$ cat config.mk
export PLATFORM = sky130hd
export DESIGN_NAME = instr_fetch_ctrl
export DESIGN_NICKNAME = d
export VERILOG_FILES = /design/src/rtl/fetch_pkg.sv /design/src/rtl/fetch_queue.sv /design/src/rtl/instr_fetch_ctrl.sv
export SDC_FILE = /design/constraint.sdc
export NUM_CORES = 1
export LEC_CHECK = 0
export BUFFER_PORTS_ARGS = -buffer_cell sky130_fd_sc_hd__buf_2
export CORE_UTILIZATION = 50
export DETAILED_ROUTE_END_ITERATION = 6
export HOLD_SLACK_MARGIN = 0.15
export PLACE_DENSITY = 0.72
export SYNTH_ARGS = -nofsm -noshare
export SYNTH_HDL_FRONTEND = slang
export SYNTH_SLANG_ARGS = --single-unit
$ cat constraint.sdc
create_clock -name clk -period 3.25 [get_ports clk]
set_input_delay 0.65 -clock clk [delete_from_list [all_inputs] [get_ports clk]]
set_output_delay 0.65 -clock clk [all_outputs]
set_load 0.05 [all_outputs]
$ cat src/rtl/fetch_pkg.sv
// Shared types and constants for the instruction fetch sequencer.
package fetch_pkg;

  localparam int INSTR_W = 32;
  localparam int ADDR_W  = 32;
  localparam logic [ADDR_W-1:0] PC_STEP = 32'd4;

  // Controller states. CAPTURE is the cycle in which the memory word is
  // sampled; STALL holds the captured address until the queue has room.
  typedef enum logic [1:0] {
    WAIT    = 2'd0,
    CAPTURE = 2'd1,
    STALL   = 2'd2,
    HALT    = 2'd3
  } fetch_state_e;

  // One fetched instruction together with the byte address it came from.
  typedef struct packed {
    logic [ADDR_W-1:0]  pc;
    logic [INSTR_W-1:0] instr;
  } fetch_entry_t;

  // True when an address lies at or beyond the end of program memory.
  function automatic logic pastEnd(input logic [ADDR_W-1:0] addr,
                                   input logic [ADDR_W-1:0] memBytes);
    return (addr >= memBytes);
  endfunction

endpackage

$ cat src/rtl/fetch_queue.sv
// Two-entry synchronous FIFO holding fetched instructions for decode.
// The head entry is a register, so its fields drive decode directly.
module fetch_queue
  import fetch_pkg::*;
#(
  parameter int QDEPTH = 2
) (
  input  logic         clk,
  input  logic         reset,
  input  logic         push_i,
  input  fetch_entry_t pushEntry_i,
  input  logic         pop_i,
  input  logic         flush_i,
  output logic         full_o,
  output logic         empty_o,
  output fetch_entry_t head_o
);

  localparam logic [1:0] FULL_CNT = 2'(QDEPTH);

  fetch_entry_t head_q, head_d;
  fetch_entry_t tail_q, tail_d;
  logic [1:0]   count_q, count_d;
  logic         doPop;
  logic         doPush;

  assign full_o  = (count_q == FULL_CNT);
  assign empty_o = (count_q == 2'd0);
  assign head_o  = head_q;

  // Work out the next queue contents: flush wins, a pop on an empty queue is
  // ignored, and a push into a full queue only lands when a pop frees a slot.
  always_comb begin
    head_d  = head_q;
    tail_d  = tail_q;
    count_d = count_q;
    doPop   = pop_i && !empty_o;
    doPush  = push_i && (!full_o || doPop);
    if (flush_i) begin
      count_d = 2'd0;
    end else if (doPop && doPush) begin
      if (count_q == FULL_CNT) begin
        head_d = tail_q;
        tail_d = pushEntry_i;
      end else begin
        head_d = pushEntry_i;
      end
    end else if (doPop) begin
      head_d  = tail_q;
      count_d = count_q - 2'd1;
    end else if (doPush) begin
      if (empty_o) begin
        head_d = pushEntry_i;
      end else begin
        tail_d = pushEntry_i;
      end
      count_d = count_q + 2'd1;
    end
  end

  // Queue storage with synchronous reset to an empty, zeroed state.
  always_ff @(posedge clk) begin
    if (reset) begin
      head_q  <= '0;
      tail_q  <= '0;
      count_q <= 2'd0;
    end else begin
      head_q  <= head_d;
      tail_q  <= tail_d;
      count_q <= count_d;
    end
  end

endmodule

$ cat src/rtl/instr_fetch_ctrl.sv
// Fetch sequencer: owns the PC, waits out the instruction memory read delay,
// queues fetched words for decode and handles redirects and end of memory.
module instr_fetch_ctrl
  import fetch_pkg::*;
#(
  parameter logic [ADDR_W-1:0] RESET_PC  = 32'h0,
  parameter int                RD_WAIT   = 2,
  parameter logic [ADDR_W-1:0] MEM_BYTES = 32'd40,
  parameter int                QDEPTH    = 2
) (
  input  logic               clk,
  input  logic               reset,
  output logic [ADDR_W-1:0]  imem_addr,
  input  logic [INSTR_W-1:0] imem_instr,
  input  logic               redirect_valid,
  input  logic [ADDR_W-1:0]  redirect_pc,
  output logic               out_valid,
  output logic [INSTR_W-1:0] out_instr,
  output logic [ADDR_W-1:0]  out_pc,
  input  logic               out_ready,
  output logic               halted
);

  localparam int CNT_W = $clog2(RD_WAIT + 1);
  localparam logic [CNT_W-1:0] LAST_WAIT = CNT_W'(RD_WAIT - 1);

  fetch_state_e      state_q, state_d;
  logic [ADDR_W-1:0] pc_q, pc_d;
  logic [CNT_W-1:0]  waitCnt_q, waitCnt_d;

  logic [ADDR_W-1:0] pcNext;
  logic [ADDR_W-1:0] redirectTarget;
  logic              qFull;
  logic              qEmpty;
  logic              qPop;
  logic              qPush;
  logic              qFlush;
  logic              canPush;
  fetch_entry_t      qHead;
  fetch_entry_t      pushEntry;

  assign pcNext         = pc_q + PC_STEP;
  assign redirectTarget = redirect_pc & ~32'h3;
  assign qPop           = out_ready && !redirect_valid;
  assign canPush        = !qFull || (!qEmpty && out_ready);
  assign pushEntry      = '{pc: pc_q, instr: imem_instr};

  assign imem_addr = pc_q;
  assign out_valid = !qEmpty;
  assign out_pc    = qHead.pc;
  assign out_instr = qHead.instr;

  // State, PC and wait counter registers; reset may land directly in HALT
  // when the reset PC is already past the end of program memory.
  always_ff @(posedge clk) begin
    if (reset) begin
      state_q   <= pastEnd(RESET_PC, MEM_BYTES) ? HALT : WAIT;
      pc_q      <= RESET_PC;
      waitCnt_q <= '0;
    end else begin
      state_q   <= state_d;
      pc_q      <= pc_d;
      waitCnt_q <= waitCnt_d;
    end
  end

  // Next-state selection; a redirect overrides whatever the FSM was doing.
  always_comb begin
    state_d = state_q;
    unique case (state_q)
      WAIT: begin
        if (waitCnt_q == LAST_WAIT) begin
          state_d = CAPTURE;
        end
      end
      CAPTURE, STALL: begin
        if (canPush) begin
          state_d = pastEnd(pcNext, MEM_BYTES) ? HALT : WAIT;
        end else begin
          state_d = STALL;
        end
      end
      HALT: begin
        state_d = HALT;
      end
      default: begin
        state_d = WAIT;
      end
    endcase
    if (redirect_valid) begin
      state_d = pastEnd(redirectTarget, MEM_BYTES) ? HALT : WAIT;
    end
  end

  // Per-state actions: count the read delay, push captured words and
  // advance the PC, or reload everything from a redirect target.
  always_comb begin
    qPush     = 1'b0;
    qFlush    = redirect_valid;
    pc_d      = pc_q;
    waitCnt_d = waitCnt_q;
    halted    = (state_q == HALT);
    if (redirect_valid) begin
      pc_d      = redirectTarget;
      waitCnt_d = '0;
    end else begin
      unique case (state_q)
        WAIT: begin
          waitCnt_d = waitCnt_q + 1'b1;
        end
        CAPTURE, STALL: begin
          if (canPush) begin
            qPush     = 1'b1;
            pc_d      = pcNext;
            waitCnt_d = '0;
          end
        end
        default: begin
          qPush = 1'b0;
        end
      endcase
    end
  end

  fetch_queue #(
    .QDEPTH (QDEPTH)
  ) u_queue (
    .clk         (clk),
    .reset       (reset),
    .push_i      (qPush),
    .pushEntry_i (pushEntry),
    .pop_i       (qPop),
    .flush_i     (qFlush),
    .full_o      (qFull),
    .empty_o     (qEmpty),
    .head_o      (qHead)
  );

endmodule

# Word-level counts from Yosys, hierarchy flattened
# Index checks and enable logic that the tools add are counted.
totals:
  regBits: 166
  in_bits: 68
  output_inout_bits: 98
  word_cells: 80
classes:
  add_sub_neg: 4
  magnitude_cmp: 2
  n_eq_ne: 10
  n_mux: 26
  bitwise: 2
  reduce_logical: 27
op_table:
  columns: ["operator", "n"]
  rows:
  - ["2-to-1 mux 64 bit", 10]
  - ["2-to-1 mux 32 bit", 3]
  - ["greater-or-equal comparator 32 x 6 -> 1 bit, second input constant", 2]
  - ["adder 32 x 3 -> 32 bit, second input constant", 1]
  - ["2-to-1 mux 2 bit", 8]
  - ["nonzero test 2 bit", 5]
  - ["AND reduction 2 bit", 4]
  - ["== test 2 bit, second input constant", 3]
  - ["inequality test 2 bit, second input constant", 3]
  - ["one-hot mux 2 bit (3 select lines)", 1]
  - ["nonzero test 3 bit", 2]
  - ["logical AND 1 bit", 5]
  - ["AND reduction 5 bit", 1]
  - ["adder 2 x 1 -> 2 bit, second input constant", 2]
  - ["== test 2 x 1 -> 1 bit, second input constant", 2]
  - ["logical NOT 2 bit", 2]
  - ["one-hot mux 2 bit (2 select lines)", 1]
  - ["OR reduction 2 bit", 2]
  - ["logical NOT 1 bit", 3]
  - ["2-to-1 mux 1 bit", 3]
  - ["inequality test 3 bit, second input constant", 1]
  - ["AND reduction 3 bit", 1]
  - ["logical OR 1 bit", 2]
  - ["inequality test 2 x 1 -> 1 bit, second input constant", 1]
  - ["2 further kinds", 3]

# Longest topological paths before layout
# Gate-level depths: netlist of run 1.
depth:
  ltp_word: 11
  depth_mapped: 13
  depth_no_buf: 10

# By module
# From an unflattened synthesis of run 1, not the netlist that was laid out.
unflattened:
  cells_unflattened: 1015
  area_unflattened_um2: 9085.0
modules_own_cells:
  columns: ["mod", "instances", "cells_each", "area_each_um2", "seq_area_each_um2"]
  rows:
  - ["fetch_queue", 1, 679, 6550.0, 2602.5]
  - ["instr_fetch_ctrl", 1, 336, 2534.9, 680.7]

# Worst setup path before layout of run 1
# Ideal clock, no wire load.
synth_path:
  path_kind: "flip-flop to flip-flop"
  startpoint: "register pc_q[2], in the netlist imem_addr[2]"
  endpoint: "register state_q[0]"
  setup_ns: 0.134
  arrival_ns: 2.826
  t_required_ns: 3.116
  slack_ns: 0.289
  path_stages_with_launch: 12
  n_path_buf: 3
  synth_period_minus_slack_ns: 2.961
  cell_sequence: "dfxtp_1 ha_1 and4_1 clkbuf_1 and4_1 clkbuf_1 clkbuf_1 nand4_1 a22oi_1 nand4_1 o31ai_1 a211oi_1"
synth_via:
  elab_chain_len: 6
synth_rtl:
  columns: ["item", "line", "source"]
  rows:
  - ["start, declared", "instr_fetch_ctrl.sv:28", "logic [ADDR_W-1:0] pc_q, pc_d;"]
  - ["start signal, assigned", "instr_fetch_ctrl.sv:62", "pc_q <= pc_d;"]
  - ["adder 32 x 3 -> 32 bit", "instr_fetch_ctrl.sv:42", "assign pcNext = pc_q + PC_STEP;"]
  - ["greater-or-equal comparator 32 x 6 -> 1 bit", "fetch_pkg.sv:26", "return (addr >= memBytes);"]
  - ["2-to-1 mux 2 bit", "instr_fetch_ctrl.sv:78", "state_d = pastEnd(pcNext, MEM_BYTES) ? HALT : WAIT;"]
  - ["2-to-1 mux 2 bit", "instr_fetch_ctrl.sv:77", "if (canPush) begin"]
  - ["one-hot mux 2 bit (3 select lines)", "instr_fetch_ctrl.sv:70", "unique case (state_q)"]
  - ["2-to-1 mux 2 bit", "instr_fetch_ctrl.sv:90", "if (redirect_valid) begin"]
  - ["end signal, assigned", "instr_fetch_ctrl.sv:57", "state_q <= pastEnd(RESET_PC, MEM_BYTES) ? HALT : WAIT;"]
  - ["end signal, assigned", "instr_fetch_ctrl.sv:61", "state_q <= state_d;"]
  - ["end, declared", "instr_fetch_ctrl.sv:27", "fetch_state_e state_q, state_d;"]
# Every way passes these cells.
# A chain may end at the register's enable or synchronous reset.

# Worst setup path after layout of run 1
layout_path:
  startpoint: "register pc_q[9], in the netlist imem_addr[9]"
  endpoint: "register state_q[0]"
# The elaborated chain is that of the path after synthesis.

==> results.yml, run 1 <==
global_route:
  grt_max_degree: 125
  grt_overflow: 0
  grt_pass1_wl_um: 31700
  antenna_found_initial: 0
  grt_pass1_vias: 6273
  grt_use_total_pct: 24.9
clock_network:
  cts_tree: "built"
  postCtsSetupRepairBufs: 0
  numClockSinks: 160
  hold_buffers: 0
  clk_latency_ps: 430
  cts_buffers: 17
  cts_resized: 0
  root_buffer: "clkbuf_16"
  cts_buffer_depth: 2
  clkTransAtPathRegs_ps: 60
  htree_levels: 4
synthesis:
  synth_area_um2: 7580
  synth_compound_area_share_pct: 15.5
  netlist_instances: 944
  synth-simple-area-share_pct: 22.2
  synth_area_leader_cell: "dfxtp_1"
  synth_top_family_by_area: "simple AND/OR/NAND/NOR gates"
  synthTopCellsByArea: "dfxtp_1 42%, mux2i_1 8.7%, nand2_1 7.6%, a211oi_1 6.3%, a21oi_1 5.8%"
  syn_avg_cell_area_um2: 8.03
  synthMuxAreaShare_pct: 8.86
  seq_area_frac_synth_pct: 42.3
  yosysUniqueCellTypes: 47
  synth-adder-area-share_pct: 1.16
  synthFlopType: "dfxtp_1"
  synth_xor_area_share_pct: 4.39
  async_flop_share_pct: 0
  yosys_register_bits: 160
  yosysTopAreaCellShare_pct: 42.3
  synth_edf_count: 0
  ys_warn_count: 0
worst_setup_path:
  endpoint_kind: "flop"
  cpPeakStageDelay_ps: 600
  path_max_fanout: 11
  r2r_slack_ps: 400
  crit_arrival_ps: 3130
  critPathSlowestCell: "or4b_1"
  path_common_cell: "nand4_1"
  r2r_start: "imem_addr[9]"
  crit_type: "flop to flop"
  worst_setup_path_start_kind: "flop"
  crit_path_start: "imem_addr[9]"
  crit_chain: "nand4_1, or4b_1, or4_1, a22oi_1, nand4_1, o31ai_1, a211oi_1"
  worstPathRequired_ps: 3530
run_status:
  violations: "design-rule violations"
  status: "finished with violations"
pwr:
  ir_drop_v: 0.000375
  netSwitchingFraction_pct: 31.9
  power_switching_mw: 1.78
  power_frac_clock_pct: 38.8
  seqPwrFrac_pct: 39.1
  combPwrFrac_pct: 22.1
  p_int_mw: 3.80
  power.density_nw_per_um2: 605
  p_leak_nw: 3.55
sta:
  rsz0062_at_grt: "false"
  finalSetupViolations: 0
  slew_viol_final: 0
  max_slew.worst_pin.slew_ps: 666
  hold_viol: 0
  setup_slack_ps: 402
  fin_skew_ps: 8.00
  slew-limit-headroom_pct: 55.6
  timing.fmax_ghz: 0.351
  fin_setup_tns_ps: 0
  finalCritPeriodShare_pct: 87.6
  min_period_ps: 2850
floorplan:
  placementRows: 44
  core_area_um2: 14600
  floorplan.initialDensity_pct: 51.8
  die_x_um: 125
  io_pins: 166
  die_area_um2: 15700
  dieHeight_um: 125
final_layout:
  finalNetCount: 1139
  final_design_area_no_fill_um2: 9230
  layout-drive-gt1-share_pct: 21.7
  fin_util_pct: 63.0
  instances_no_fill: 1260
  layout_common_cells: "160 x dfxtp_1, 158 x buf_2, 153 x nand2_1, 117 x nor2_1, 87 x a21oi_1"
  area_growth_pct: 21.8
  num_antenna_cells: 0
  n_fill_cell: 1347
  layout_commonest_cell: "dfxtp_1"
placement:
  pre_cts_ws_ps: 432
  dp_hpwl_um: 12600
  placed_area_um2: 8590
  gp_congestion: 0.872
  io_buffers: 159
  dp_cells: 1229
drt:
  drt-pass1-iter-count: 7
  viasPerCell: 5.41
  num_vias: 6820
  drt_iter0_drc: 457
  drtAntennaViolNets: 0
  wl_per_cell_um: 14.9
  drcViolationCount: 20
  routed_wirelength_um: 18800
worst_hold_path:
  hp-start: "u_queue.tail_q[19]"
  holdCritPathClass: "flop to flop"
job:
  cap_violations: 0
==> cells in the mapped netlist (4+ instances only) <==
| master | count |
|---|---|
| mux2i_1 | 66 |
| nand2b_1 | 4 |
| and2_1 | 4 |
| a211oi_1 | 64 |
| nand2_1 | 154 |
| nor2_1 | 117 |
| clkbuf_1 | 70 |
| dfxtp_1 | 160 |
| and4_1 | 6 |
| nor4_1 | 7 |
| inv_1 | 9 |
| xnor2_1 | 22 |
| nor3_1 | 21 |
| and3_1 | 4 |
| o21ai_1 | 4 |
| xor2_1 | 16 |
| o21ai_0 | 13 |
| or3_1 | 5 |
| ha_1 | 7 |
| buf_4 | 4 |
| a21oi_1 | 88 |
| nand3_1 | 9 |
| nor2b_1 | 13 |
| nand4_1 | 20 |
| a31oi_1 | 4 |
| buf_2 | 15 |
| buf_1 | 5 |
==> layer usage <==
| layer | up-vias | share of wire [%] | global-route usage [%] |
|---|---|---|---|
| met5 | - | 0 | 0 |
| met4 | 0 | 1.4 | 9.11 |
| met3 | 18 | 3.8 | 3.72 |
| met2 | 149 | 49 | 41.5 |
| met1 | 3153 | 46 | 32.7 |
| li1 | 3500 | - | - |
==> worst paths after layout <==
path | end | cells after the start
worst max register to register | state_q[0] | 7
worst max-delay path | state_q[0] | 7
worst min-delay path | u_queue.tail_q[19] | 2
worst min register to register | u_queue.tail_q[19] | 2
==> final cells by class <==
type	instances	area (um^2)	area share (%)
Multi-Input combinational cell	683	3980	43.2
Sequential cell	160	3200	34.7
Inverter	10	37.5	0.407
Clock buffer	20	467	5.06
Tap cell	184	230	2.49
Timing Repair Buffer	192	1130	12.3
Clock inverter	11	175	1.90
==> critical path, delay by kind of cell, from the launching register on <==
kind | cells | cell delay [ps]
AOI/OAI and AO/OA | 3 | 590
DFF | 1 | 590
and+or+nand+nor | 4 | 1520
==> registers in the layout (all words and copies together) (netlist names) <==
| name | flops |
|---|---|
| u_queue.tail_q | 62 |
| state_q | 2 |
| u_queue.head_o | 62 |
| u_queue.count_q | 2 |
| imem_addr | 30 |
| waitCnt_q | 2 |
==> cells by family (layout without fill, tap and decap cells) <==
| family | after synthesis | count (layout) |
|---|---|---|
| and+or+nand+nor | 377 | 377 |
| AOI/OAI and AO/OA | 190 | 190 |
| DFF | 160 | 160 |
| buffers and inverters | 104 | 233 |
| muxes | 67 | 67 |
| xor gates and xnor gates | 38 | 38 |
| adders and majority gates | 7 | 7 |
| other | 1 | 4 |
==> metrics by stage <==
stage,hold slack (ps),power (mW)
after floorplan,436,3.14
after global placement,441,3.45
after detailed placement,446,3.46
after CTS,443,5.62
after global routing,469,5.83
final,453,5.59
==> power by group through the flow <==
stage                     Combinational, mW  Sequential, mW  Clock, mW
after floorplan                       0.494            2.65          0
after global placement                 1.23            2.22          0
after detailed placement               1.23            2.23          0
after CTS                              1.24            2.19       2.20
after global routing                   1.33            2.20       2.29
final                                  1.24            2.19       2.16
Note: power is estimated with default switching activity, not from simulation.
==> inputs of run 2 (changes only) <==
ABC_CLOCK_PERIOD_IN_PS = 3250   (was default)
CORE_UTILIZATION = 55   (was 50)
PLACE_DENSITY = 0.79   (was 0.72)
SKIP_CTS_REPAIR_TIMING = 1   (was default)
==> run 2 against run 1 <==
Against the previous run: the flow now finishes without violations; clock-buffer cell count up 7; flip-flop and latch count unchanged; first-iteration DRC count up 0.88%; clock skew up 0.85 ps; via count up 2.1%; clock power down 13%; non-clock buffer count down 2; cell count down 0.79%; die area down 8.9%; total power down 4.7%.
==> results.yml, run 2 (synthesis results as in run 1) <==
run_status:
  status: "finished, final reports clean"
final_layout:
  layout_commonest_cell: "dfxtp_1"
  layout_common_cells: "160 x dfxtp_1, 158 x buf_2, 153 x nand2_1, 117 x nor2_1, 87 x a21oi_1"
  area_growth_pct: 20.6
  layout-drive-gt1-share_pct: 21.0
  num_antenna_cells: 0
  instances_no_fill: 1250
  seq_area_um2: 3200
  finalNetCount: 1137
  n_fill_cell: 1139
  multi_input_area_um2: 3980
worst_setup_path:
  r2r_start: "imem_addr[10]"
  worstPathRequired_ps: 3560
  path_max_fanout: 10
  crit_type: "flop to flop"
  crit_arrival_ps: 3090
  endpoint_kind: "flop"
  crit_path_start: "imem_addr[10]"
  worst_setup_path_start_kind: "flop"
global_route:
  grt_pass1_vias: 6235
  grt_pass1_wl_um: 30400
  grt_overflow: 0
  grt_max_degree: 79
  antenna_found_initial: 0
  grt_use_total_pct: 26.8
worst_hold_path:
  hp-start: "u_queue.tail_q[63]"
  holdCritPathClass: "flop to flop"
clock_network:
  htree_levels: 4
  numClockSinks: 160
  cts_buffers: 17
  root_buffer: "clkbuf_16"
  clk_latency_ps: 430
  clkTransAtPathRegs_ps: 60
  cts_buffer_depth: 2
  cts_tree: "built"
floorplan:
  io_pins: 166
  dieHeight_um: 119
  floorplan.initialDensity_pct: 56.8
  die_x_um: 119
  core_area_um2: 13300
  placementRows: 42
  die_area_um2: 14300
sta:
  finalCritPeriodShare_pct: 85.7
  slew_viol_final: 0
  hold_viol: 0
  min_period_ps: 2790
  holdWs_ps: 453
  slew-limit-headroom_pct: 53.8
  max_slew.worst_pin.slew_ps: 693
  finalSetupViolations: 0
  setup_slack_ps: 463
  fin_setup_tns_ps: 0
  rsz0062_at_grt: "false"
  fin_skew_ps: 8.85
  timing.fmax_ghz: 0.359
placement:
  pre_cts_ws_ps: 413
  dp_cells: 1219
  io_buffers: 159
  gp_congestion: 0.881
  dp_hpwl_um: 12700
drt:
  drt_iter0_drc: 461
  routed_wirelength_um: 18800
  wl_per_cell_um: 15.0
  drt-pass1-iter-count: 5
  drtAntennaViolNets: 0
  drcViolationCount: 0
  num_vias: 6961
  viasPerCell: 5.57
pwr:
  ir_drop_v: 0.000362
  p_leak_nw: 3.51
  power.density_nw_per_um2: 582
job:
  cap_violations: 0
-- run 2: cell count changes in the layout (fill, tap and decap cells not counted) --
| cell | before | now |
|---|---|---|
| buf_4 | 27 | 23 |
| clkinvlp_4 | 2 | 1 |
| clkinv_4 | 0 | 1 |
| bufinv_16 | 4 | 1 |
| inv_6 | 4 | 0 |
| buf_12 | 7 | 9 |
| clkbuf_1 | 0 | 6 |
| clkbuf_8 | 3 | 4 |
-- run 2: area by class of cell --
class	instances	share of cell area, %
Clock buffer	27	5.50
Clock inverter	4	0.561
Inverter	10	0.411
Multi-Input combinational cell	683	43.6
Sequential cell	160	35.0
Tap cell	176	2.41
Timing Repair Buffer	190	12.5
-- run 2: path summary, 6_finish.rpt --
path,to,slack [ps],depth (start not counted)
setup / recovery,state_q[0],460,7
hold / removal,u_queue.tail_q[63],450,2
setup reg to reg,state_q[0],460,7
hold reg to reg,u_queue.tail_q[63],450,2
-- run 2: through the flow --
stage	cell area (um^2)	util [%]	power, mW
2_1_floorplan	7590	-	3.14
3_3_place_gp	8590	64.3	3.46
3_5_place_dp	8590	64.3	3.48
4_1_cts	9140	68.5	5.35
5_1_grt	9140	68.5	5.54
6_report	9140	68.5	5.32
-- run 2: per-layer routing --
metal	part of all wire [%]	up-vias	track usage, %	wire length, um
li1	-	3493	-	-
met1	45	3230	34.9	8440
met2	47	208	43.7	8880
met3	6.0	30	6.08	1130
met4	1.8	0	8.98	340
met5	0	-	0	0
-- run 2: worst max-delay path: stages (launching register included) --
cell	delay, ps
dfxtp_1	590
nand4_1	230
or4b_1	600
or4_1	540
a22oi_1	230
nand4_1	150
o31ai_1	240
a211oi_1	100
-- run 2: power breakdown --
group          internal, mW  switching (mW)  leakage, nW
combinational         0.361           0.885         1.93
sequential             2.10          0.0933         1.31
clock                  1.13           0.749        0.268
total                  3.59            1.73         3.51
==> inputs of run 3 (changes only) <==
REMOVE_ABC_BUFFERS = 1   (was default)
==> run 3 against run 2 <==
Against the previous run: global-route usage is essentially flat; die area unchanged; combinational power barely moved; largest power group is now clock; worst hold slack got worse by 1.4 ps; highest routed layer unchanged; critical path type unchanged.
==> results.yml, run 3 (synthesis results as in run 1) <==
floorplan:
  placementRows: 42
  io_pins: 166
  die_x_um: 119
  dieHeight_um: 119
  floorplan.initialDensity_pct: 56.8
  die_area_um2: 14300
  core_area_um2: 13300
final_layout:
  final_design_area_no_fill_um2: 9200
  n_fill_cell: 1128
  finalNetCount: 1135
  num_antenna_cells: 0
  layout-drive-gt1-share_pct: 21.4
  layout_common_cells: "160 x dfxtp_1, 158 x buf_2, 153 x nand2_1, 117 x nor2_1, 87 x a21oi_1"
  instances_no_fill: 1249
  layout_commonest_cell: "dfxtp_1"
  area_growth_pct: 21.3
drt:
  routed_wirelength_um: 18500
  wl_per_cell_um: 14.8
  viasPerCell: 5.57
  drt-pass1-iter-count: 5
  drtAntennaViolNets: 0
  num_vias: 6956
  drcViolationCount: 0
  drt_iter0_drc: 618
clock_network:
  numClockSinks: 160
  cts_buffer_depth: 2
  cts_tree: "built"
  clk_latency_ps: 420
  htree_levels: 4
  root_buffer: "clkbuf_16"
  clkTransAtPathRegs_ps: 60
  cts_buffers: 17
worst_setup_path:
  crit_chain: "and4_1, or4b_1, or4_1, a22oi_1, nand4_1, o31ai_1, a211oi_1"
  critPathSlowestCell: "or4b_1"
  worstPathRequired_ps: 3530
  cpPeakStageDelay_ps: 640
  crit_arrival_ps: 3150
  worst_setup_path_start_kind: "flop"
  endpoint_kind: "flop"
  cpLargestDelayFamily: "simple AND/OR/NAND/NOR gates"
  path_max_fanout: 10
  worst-path-buf-inv: 0
  crit_type: "flop to flop"
placement:
  gp_congestion: 0.857
  placed_area_um2: 8530
  io_buffers: 159
  dp_cells: 1217
  dp_hpwl_um: 12500
pwr:
  p_leak_nw: 3.53
  ir_drop_v: 0.000382
  p_int_mw: 3.86
  netSwitchingFraction_pct: 31.4
  combPwrFrac_pct: 21.8
  power_switching_mw: 1.77
  p_total_mw: 5.63
  power.density_nw_per_um2: 612
  power_frac_clock_pct: 39.3
  seqPwrFrac_pct: 38.9
sta:
  fin_setup_tns_ps: 0
  rsz0062_at_grt: "false"
  holdWs_ps: 452
  finalCritPeriodShare_pct: 88.3
  slew-limit-headroom_pct: 60.7
  finalSetupViolations: 0
  timing.fmax_ghz: 0.349
  fin_skew_ps: 6.39
  max_slew.worst_pin.slew_ps: 589
  min_period_ps: 2870
  hold_viol: 0
  slew_viol_final: 0
global_route:
  grt_pass1_wl_um: 30900
  antenna_found_initial: 0
  grt_overflow: 0
  grt_max_degree: 67
  grt_use_total_pct: 26.8
  grt_pass1_vias: 6518
run_status:
  status: "finished, final reports clean"
worst_hold_path:
  holdCritPathClass: "flop to flop"
job:
  cap_violations: 0
==> run 3: worst min-delay path, cell delays in order, from the launching register on <==
cell	delay, ps
dfxtp_1	310
nand2_1	50
a21oi_1	50
==> run 3: power groups by stage <==
stage | Combinational, mW | Clock (mW) | Sequential [mW]
after global routing | 1.32 | 2.32 | 2.21
after global placement | 1.20 | 0 | 2.23
after detailed placement | 1.22 | 0 | 2.24
final | 1.23 | 2.21 | 2.19
after CTS | 1.23 | 2.24 | 2.19
after floorplan | 0.439 | 0 | 2.68
==> run 3: per-stage QoR <==
step	worst slack [ps]	util (%)
finish	382	68.9
global route	188	68.9
CTS	368	68.9
detailed placement	421	63.9
global placement	465	63.9
floorplan	-2680	-
==> run 3: worst paths after layout <==
kind / startpoint / endpoint / slack [ps] / cells after the start
setup / recovery: imem_addr[2] / state_q[0] / 380 / 7
hold / removal: u_queue.tail_q[57] / u_queue.tail_q[57] / 450 / 2
setup reg to reg: imem_addr[2] / state_q[0] / 380 / 7
hold reg to reg: u_queue.tail_q[57] / u_queue.tail_q[57] / 450 / 2
==> run 3: final cells by class <==
type                       instances  area (um^2)  area share, %
timing repair buffer             188         1090           11.9
clock buffer                      20          457           4.97
tap                              176          220           2.39
inverter                          10         37.5          0.408
clock inverter                    12          204           2.22
multi-input combinational        683         3980           43.3
sequential                       160         3200           34.8
==> run 3: routing by layer <==
metal / vias to the layer above / wire [um] / GRT usage (%)
li1: 3483 / - / -
met1: 3231 / 8360 / 34.7
met2: 216 / 8850 / 44.2
met3: 26 / 1010 / 6.08
met4: 0 / 293 / 8.59
met5: - / 0 / 0
